$ cat config.mk
export PLATFORM = sky130hd
export DESIGN_NAME = mbist_comparator_flat
export DESIGN_NICKNAME = d
export VERILOG_FILES = /design/src/rtl/mbist_comparator_if.sv /design/src/rtl/mbist_comparator.sv /design/src/flat_wrapper.sv
export SDC_FILE = /design/constraint.sdc
export NUM_CORES = 1
export LEC_CHECK = 0
export ABC_AREA = 1
export ABC_CLOCK_PERIOD_IN_PS = 4200
export CAP_MARGIN = 20
export CORE_ASPECT_RATIO = 1.25
export CORE_MARGIN = 2
export CORE_UTILIZATION = 48
export CTS_CLUSTER_SIZE = 12
export DETAILED_ROUTE_END_ITERATION = 12
export HOLD_SLACK_MARGIN = 0.03
export PLACE_DENSITY = 0.81
export RECOVER_POWER = 100
export SLEW_MARGIN = 25
export SYNTH_ARGS = -nofsm -noshare
export SYNTH_HDL_FRONTEND = slang
export SYNTH_SLANG_ARGS = --single-unit
$ cat constraint.sdc
create_clock -name clk -period 4.2 [get_ports clk]
set_clock_uncertainty 0.05 [all_clocks]
set_input_delay 0.63 -clock clk [delete_from_list [all_inputs] [get_ports clk]]
set_output_delay 0.63 -clock clk [all_outputs]
set_load 0.02 [all_outputs]
$ cat src/rtl/mbist_comparator_if.sv
// Bus interface for mbist_comparator.
// slave  : comparator side (receives patterns/controls, drives flags and fail state)
// master : MBIST controller side
//   data_t, ramout    expected pattern / RAM read data
//   cmp_en, clr       compare qualifier / synchronous clear of fail tracking
//   gt, eq, lt        combinational unsigned magnitude flags
//   fail              registered one-cycle mismatch pulse
//   fail_sticky       set on first qualified mismatch
//   fail_count        saturating mismatch count
//   first_exp/act     pattern and read data captured at first mismatch
interface mbist_comparator_if #(
  parameter int unsigned WIDTH     = 8,
  parameter int unsigned CNT_WIDTH = 16
);
  logic [WIDTH-1:0]     data_t;
  logic [WIDTH-1:0]     ramout;
  logic                 cmp_en;
  logic                 clr;
  logic                 gt;
  logic                 eq;
  logic                 lt;
  logic                 fail;
  logic                 fail_sticky;
  logic [CNT_WIDTH-1:0] fail_count;
  logic [WIDTH-1:0]     first_exp;
  logic [WIDTH-1:0]     first_act;

  modport slave (
    input  data_t, ramout, cmp_en, clr,
    output gt, eq, lt, fail, fail_sticky, fail_count, first_exp, first_act
  );

  modport master (
    output data_t, ramout, cmp_en, clr,
    input  gt, eq, lt, fail, fail_sticky, fail_count, first_exp, first_act
  );
endinterface

$ cat src/rtl/mbist_comparator.sv
// MBIST data comparator: zero-latency unsigned magnitude flags plus clocked
// fail tracking (mismatch pulse, sticky flag, saturating count, first-failure
// capture).
// Ports:
//   clk  system clock, rising edge
//   rst  synchronous active-high reset
//   bus  mbist_comparator_if.slave (see interface file for signal list)
// WIDTH/CNT_WIDTH must match the parameters of the connected interface.
module mbist_comparator #(
  parameter int unsigned WIDTH     = 8,
  parameter int unsigned CNT_WIDTH = 16
) (
  input logic               clk,
  input logic               rst,
  mbist_comparator_if.slave bus
);

  logic                 w_gt;
  logic                 w_eq;
  logic                 w_lt;
  logic                 w_mismatch;

  logic                 r_fail;
  logic                 r_sticky;
  logic [CNT_WIDTH-1:0] r_count;
  logic [WIDTH-1:0]     r_first_exp;
  logic [WIDTH-1:0]     r_first_act;

  logic                 w_fail_nxt;
  logic                 w_sticky_nxt;
  logic [CNT_WIDTH-1:0] w_count_nxt;
  logic [WIDTH-1:0]     w_first_exp_nxt;
  logic [WIDTH-1:0]     w_first_act_nxt;

  // Magnitude flags: independent of clock, reset and controls.
  assign w_gt       = (bus.data_t > bus.ramout);
  assign w_eq       = (bus.data_t == bus.ramout);
  assign w_lt       = (bus.data_t < bus.ramout);
  assign w_mismatch = bus.cmp_en & ~w_eq;

  always_comb begin
    w_fail_nxt      = 1'b0;
    w_sticky_nxt    = r_sticky;
    w_count_nxt     = r_count;
    w_first_exp_nxt = r_first_exp;
    w_first_act_nxt = r_first_act;
    if (bus.clr) begin
      // Clear wins over a compare in the same cycle; that compare is dropped.
      w_sticky_nxt    = 1'b0;
      w_count_nxt     = '0;
      w_first_exp_nxt = '0;
      w_first_act_nxt = '0;
    end else if (w_mismatch) begin
      w_fail_nxt = 1'b1;
      if (r_count != {CNT_WIDTH{1'b1}}) begin
        w_count_nxt = r_count + 1'b1;
      end
      if (!r_sticky) begin
        w_sticky_nxt    = 1'b1;
        w_first_exp_nxt = bus.data_t;
        w_first_act_nxt = bus.ramout;
      end
    end
  end

  always_ff @(posedge clk) begin
    if (rst) begin
      r_fail      <= 1'b0;
      r_sticky    <= 1'b0;
      r_count     <= '0;
      r_first_exp <= '0;
      r_first_act <= '0;
    end else begin
      r_fail      <= w_fail_nxt;
      r_sticky    <= w_sticky_nxt;
      r_count     <= w_count_nxt;
      r_first_exp <= w_first_exp_nxt;
      r_first_act <= w_first_act_nxt;
    end
  end

  assign bus.gt          = w_gt;
  assign bus.eq          = w_eq;
  assign bus.lt          = w_lt;
  assign bus.fail        = r_fail;
  assign bus.fail_sticky = r_sticky;
  assign bus.fail_count  = r_count;
  assign bus.first_exp   = r_first_exp;
  assign bus.first_act   = r_first_act;

endmodule

$ cat src/flat_wrapper.sv
// flat-port wrapper written by rule: the top's interface ports become plain ports
module mbist_comparator_flat 
#(
  parameter int unsigned WIDTH     = 8,
  parameter int unsigned CNT_WIDTH = 16
)
  (clk, rst, bus_data_t, bus_ramout, bus_cmp_en, bus_clr, bus_gt, bus_eq, bus_lt, bus_fail, bus_fail_sticky, bus_fail_count, bus_first_exp, bus_first_act);
  mbist_comparator_if #(.WIDTH(WIDTH), .CNT_WIDTH(CNT_WIDTH)) bus_i ();
  input logic clk;
  input logic rst;
  input wire logic [$bits(bus_i.data_t)-1:0] bus_data_t;
  input wire logic [$bits(bus_i.ramout)-1:0] bus_ramout;
  input wire logic [$bits(bus_i.cmp_en)-1:0] bus_cmp_en;
  input wire logic [$bits(bus_i.clr)-1:0] bus_clr;
  output wire logic [$bits(bus_i.gt)-1:0] bus_gt;
  output wire logic [$bits(bus_i.eq)-1:0] bus_eq;
  output wire logic [$bits(bus_i.lt)-1:0] bus_lt;
  output wire logic [$bits(bus_i.fail)-1:0] bus_fail;
  output wire logic [$bits(bus_i.fail_sticky)-1:0] bus_fail_sticky;
  output wire logic [$bits(bus_i.fail_count)-1:0] bus_fail_count;
  output wire logic [$bits(bus_i.first_exp)-1:0] bus_first_exp;
  output wire logic [$bits(bus_i.first_act)-1:0] bus_first_act;
  assign bus_i.data_t = bus_data_t;
  assign bus_i.ramout = bus_ramout;
  assign bus_i.cmp_en = bus_cmp_en;
  assign bus_i.clr = bus_clr;
  assign bus_gt = bus_i.gt;
  assign bus_eq = bus_i.eq;
  assign bus_lt = bus_i.lt;
  assign bus_fail = bus_i.fail;
  assign bus_fail_sticky = bus_i.fail_sticky;
  assign bus_fail_count = bus_i.fail_count;
  assign bus_first_exp = bus_i.first_exp;
  assign bus_first_act = bus_i.first_act;
  mbist_comparator #(.WIDTH(WIDTH), .CNT_WIDTH(CNT_WIDTH)) u_core (.clk(clk), .rst(rst), .bus(bus_i));
endmodule
==> summary.md <==
| Metric | Value |
|---|---|
| Status | complete, no violations |
| Initial Utilization | 0.503 |
| TritonCTS Sinks | 34 |
| Cts-stage hold buffer count | 0 |
| FF+latch count, synth | 34 |
| Max-cap violations | 0 |
| Multiplexer share of the synthesized area | 0 |
| Synth Instances | 258 |
| Fmax | 289 MHz |
| Critical path startpoint category | primary input |
| Data arrival time of the worst path | 2.78 ns |
| Distinct cells, synth | 25 |
| Power Density | 271 nW/µm² |
| Routed len/inst | 12.2 µm |
| GP Congestion | 0.870 |
| CTS buffer count | 5 |
| Crit-path cells | dlygate4sd3_1 > inv_1 > ha_1 > nand2_1 > nor2_1 > nand2_1 > inv_1 > a31oi_1 > dlygate4sd3_1 |
| Top delay family on crit path | buffers and inverters |
| Register area share after synthesis | 0.357 |
| Worst path bufs/invs | 4 |
| Die H | 74.4 µm |
| Vias per cell | 5.06 |
| Antenna violations before repair | 0 |
| ANT nets after route | 0 |
| IO Pins | 57 |
| Area of the mapped netlist | 1900 µm² |
| CP max stage cell | dlygate4sd3_1 |
| Static Leak | 1.06 nW |
| Top cell type's share of synthesized area | 0.357 |
| Clock transition at the registers of the reported paths | 0.07 ns |
| Final hold slack | 0.406 ns |
| Number of fillers in the final layout | 350 |
| Total negative setup slack | 0 ns |
| RSZ-0062 raised after global routing | no |
| Pin count of the biggest net entering global routing | 19 |
| Final setup fails | 0 |
| Row cnt | 25 |
| DP Area | 2470 µm² |
| Crit path capture type | output pin |
| CTS tree | built |
| Count of input and output buffers | 56 |
| Main combinational cell family by area after synthesis | simple AND/OR/NAND/NOR gates |
| Synth top area cells | dfxtp_1 (36%), nand2_1 (11%), nor2_1 (7.9%) |
| Busiest metal layer after global routing | met2 |
| GRT Overall Usage | 0.218 |
| DRC viols | 0 |
| Worst Path Max Fanout | 6 |
| Max-slew headroom | 0.490 |
| Die area | 4490 µm² |
| Post-CTS sizing | 0 |
| Initial DRC count | 40 |
| Syn Nets | 287 |
| Post-Route WL | 4510 µm |
| Total gr overflow | 0 |
| Maximum vdd drop | 0.000145 V |
| Post-Synth Adder-Cell Area | 0.0591 |
| Worst slew pin tran | 0.765 ns |
| Critical path class | primary input to output pin |
| Number of global-route vias before repair | 1723 |
| Setup bufs post-CTS | 0 |
| First-pass GRT wire length | 7400 µm |
| Min Tclk post-route | 3.46 ns |
| CP Data Required Time | 3.52 ns |
| Ant. Diodes | 0 |
| Final number of hold-violating endpoints | 0 |
| Worst skew pair latency | 0.29 ns |
| Layout Cells excl Fill | 369 |
| CTS H-tree depth | 2 |
| Grt met2 use | 0.377 |
| Compound-Gate Fraction of Synth Area | 0.0986 |
| Root buffer cell | clkbuf_8 |
| GRT met1 Usage | 0.246 |
| Synthesized area per cell | 7.38 µm² |
| Crit path largest cell delay | 0.69 ns |
| Met3 GRT Util | 0.0539 |
| Final Cycle Share | 0.824 |
| HPWL after detailed placement | 3340 µm |
| Worst-case clock buffer depth | 2 |
| NumNets Final | 343 |
| YS warnings | 0 |
| Fin area | 2540 µm² |
| Synth area leader | dfxtp_1 |
| Via count | 1868 |
| # placed instances | 361 |
| DR pass1 iterations | 4 |
| Layout cells sized above 1 | 0.117 |
| Die W | 60.3 µm |
| CORE AREA | 3780 µm² |
| Min-delay worst type | flop to flop |
| Area Overhead vs Synth | 33.5% |
| Simple-gate share of the synthesized area | 0.415 |
| Slew Viols, Final | 0 |
| Xor/xnor share of the synthesized area | 0 |
-- routing by layer --
| layer | up-vias | share of wire |
|---|---|---|
| met2 | 54 | 0.50 |
| met4 | 0 | 0.028 |
| met5 | - | 0 |
| met3 | 12 | 0.063 |
| met1 | 844 | 0.41 |
| li1 | 958 | - |
-- path summary, 6_finish.rpt --
kind	slack (ns)	cells past startpoint	start	end
worst max-delay path	0.74	9	bus_ramout[3]	bus_gt
worst min-delay path	0.41	2	u_core.bus.first_act[1]	u_core.bus.first_act[1]
worst max register to register	2.29	4	u_core.bus.fail_sticky	u_core.bus.first_exp[5]
worst min register to register	0.41	2	u_core.bus.first_act[1]	u_core.bus.first_act[1]
-- tightest hold or removal path, stage by stage (launching register included) --
cell     delay [ns]
dfxtp_1        0.31
nand2_1        0.05
a21oi_1        0.05
-- metrics by stage --
stage | setup slack (ns) | power (mW) | utilization
after CTS | 0.873 | 0.699 | 0.678
after floorplan | 1.77 | 0.402 | -
after detailed placement | 0.877 | 0.450 | 0.654
after global placement | 0.871 | 0.448 | 0.654
after global routing | 0.618 | 0.721 | 0.672
final | 0.741 | 0.688 | 0.672
-- sequential cells by signal (all words and copies together) (netlist names) --
| name | cells |
|---|---|
| u_core.bus.first_act | 8 |
| u_core.bus.first_exp | 8 |
| u_core.bus.fail | 1 |
| u_core.bus.fail_count | 16 |
| u_core.bus.fail_sticky | 1 |
-- cell type report --
class                      instances  area, µm²  area share
clock inverter                     1       5.00     0.00197
timing repair buffer              57        564       0.222
tap                               54       67.6      0.0266
multi-input combinational        198       1070       0.421
clock buffer                       7       86.3      0.0340
inverter                          18       67.6      0.0266
sequential                        34        681       0.268
-- power by group --
group	internal (mW)	leakage, nW	switching, mW
registers	0.329	0.276	0.00332
logic	0.0460	0.737	0.0588
clock network	0.132	0.0482	0.119
-- cell families (layout without fill, tap and decap cells) --
| kind of cell | Yosys count | in the layout |
|---|---|---|
| and+or+nand+nor | 154 | 154 |
| AOI/OAI and AO/OA | 35 | 35 |
| DFF | 34 | 34 |
| buffers and inverters | 26 | 83 |
| adders and majority gates | 9 | 9 |
-- layout by cell type, fill, tap and decap left out, drive strengths merged --
master / synthesis / final
ha: 9 / 9
and3: 2 / 2
nand3b: 2 / 2
a21oi: 30 / 30
nand4: 2 / 2
nand2: 59 / 59
a31oi: 1 / 1
or2: 1 / 1
nand3: 34 / 34
clkbuf: 1 / 8
clkdlybuf4s50: 0 / 18
dlygate4sd3: 0 / 38
clkinv: 2 / 3
o21ai: 4 / 4
dfxtp: 34 / 34
nor2: 54 / 54
inv: 16 / 16
-- synth_stat cells --
cell,n
nand2_1,56
nor2_1,40
dfxtp_1,34
a21oi_1,27
nand3_1,22
inv_1,14
nand3_2,12
ha_1,9
nor2_2,9
nor2_4,5
buf_6,4
o21ai_0,4
a21oi_2,3
nand2_2,3
and3_1,2
buf_2,2
clkinv_1,2
inv_2,2
nand3b_1,2
a31oi_1,1
buf_4,1
clkbuf_1,1
nand4_2,1
nand4_4,1
or2_2,1
Power figures use the tool's default switching activity.
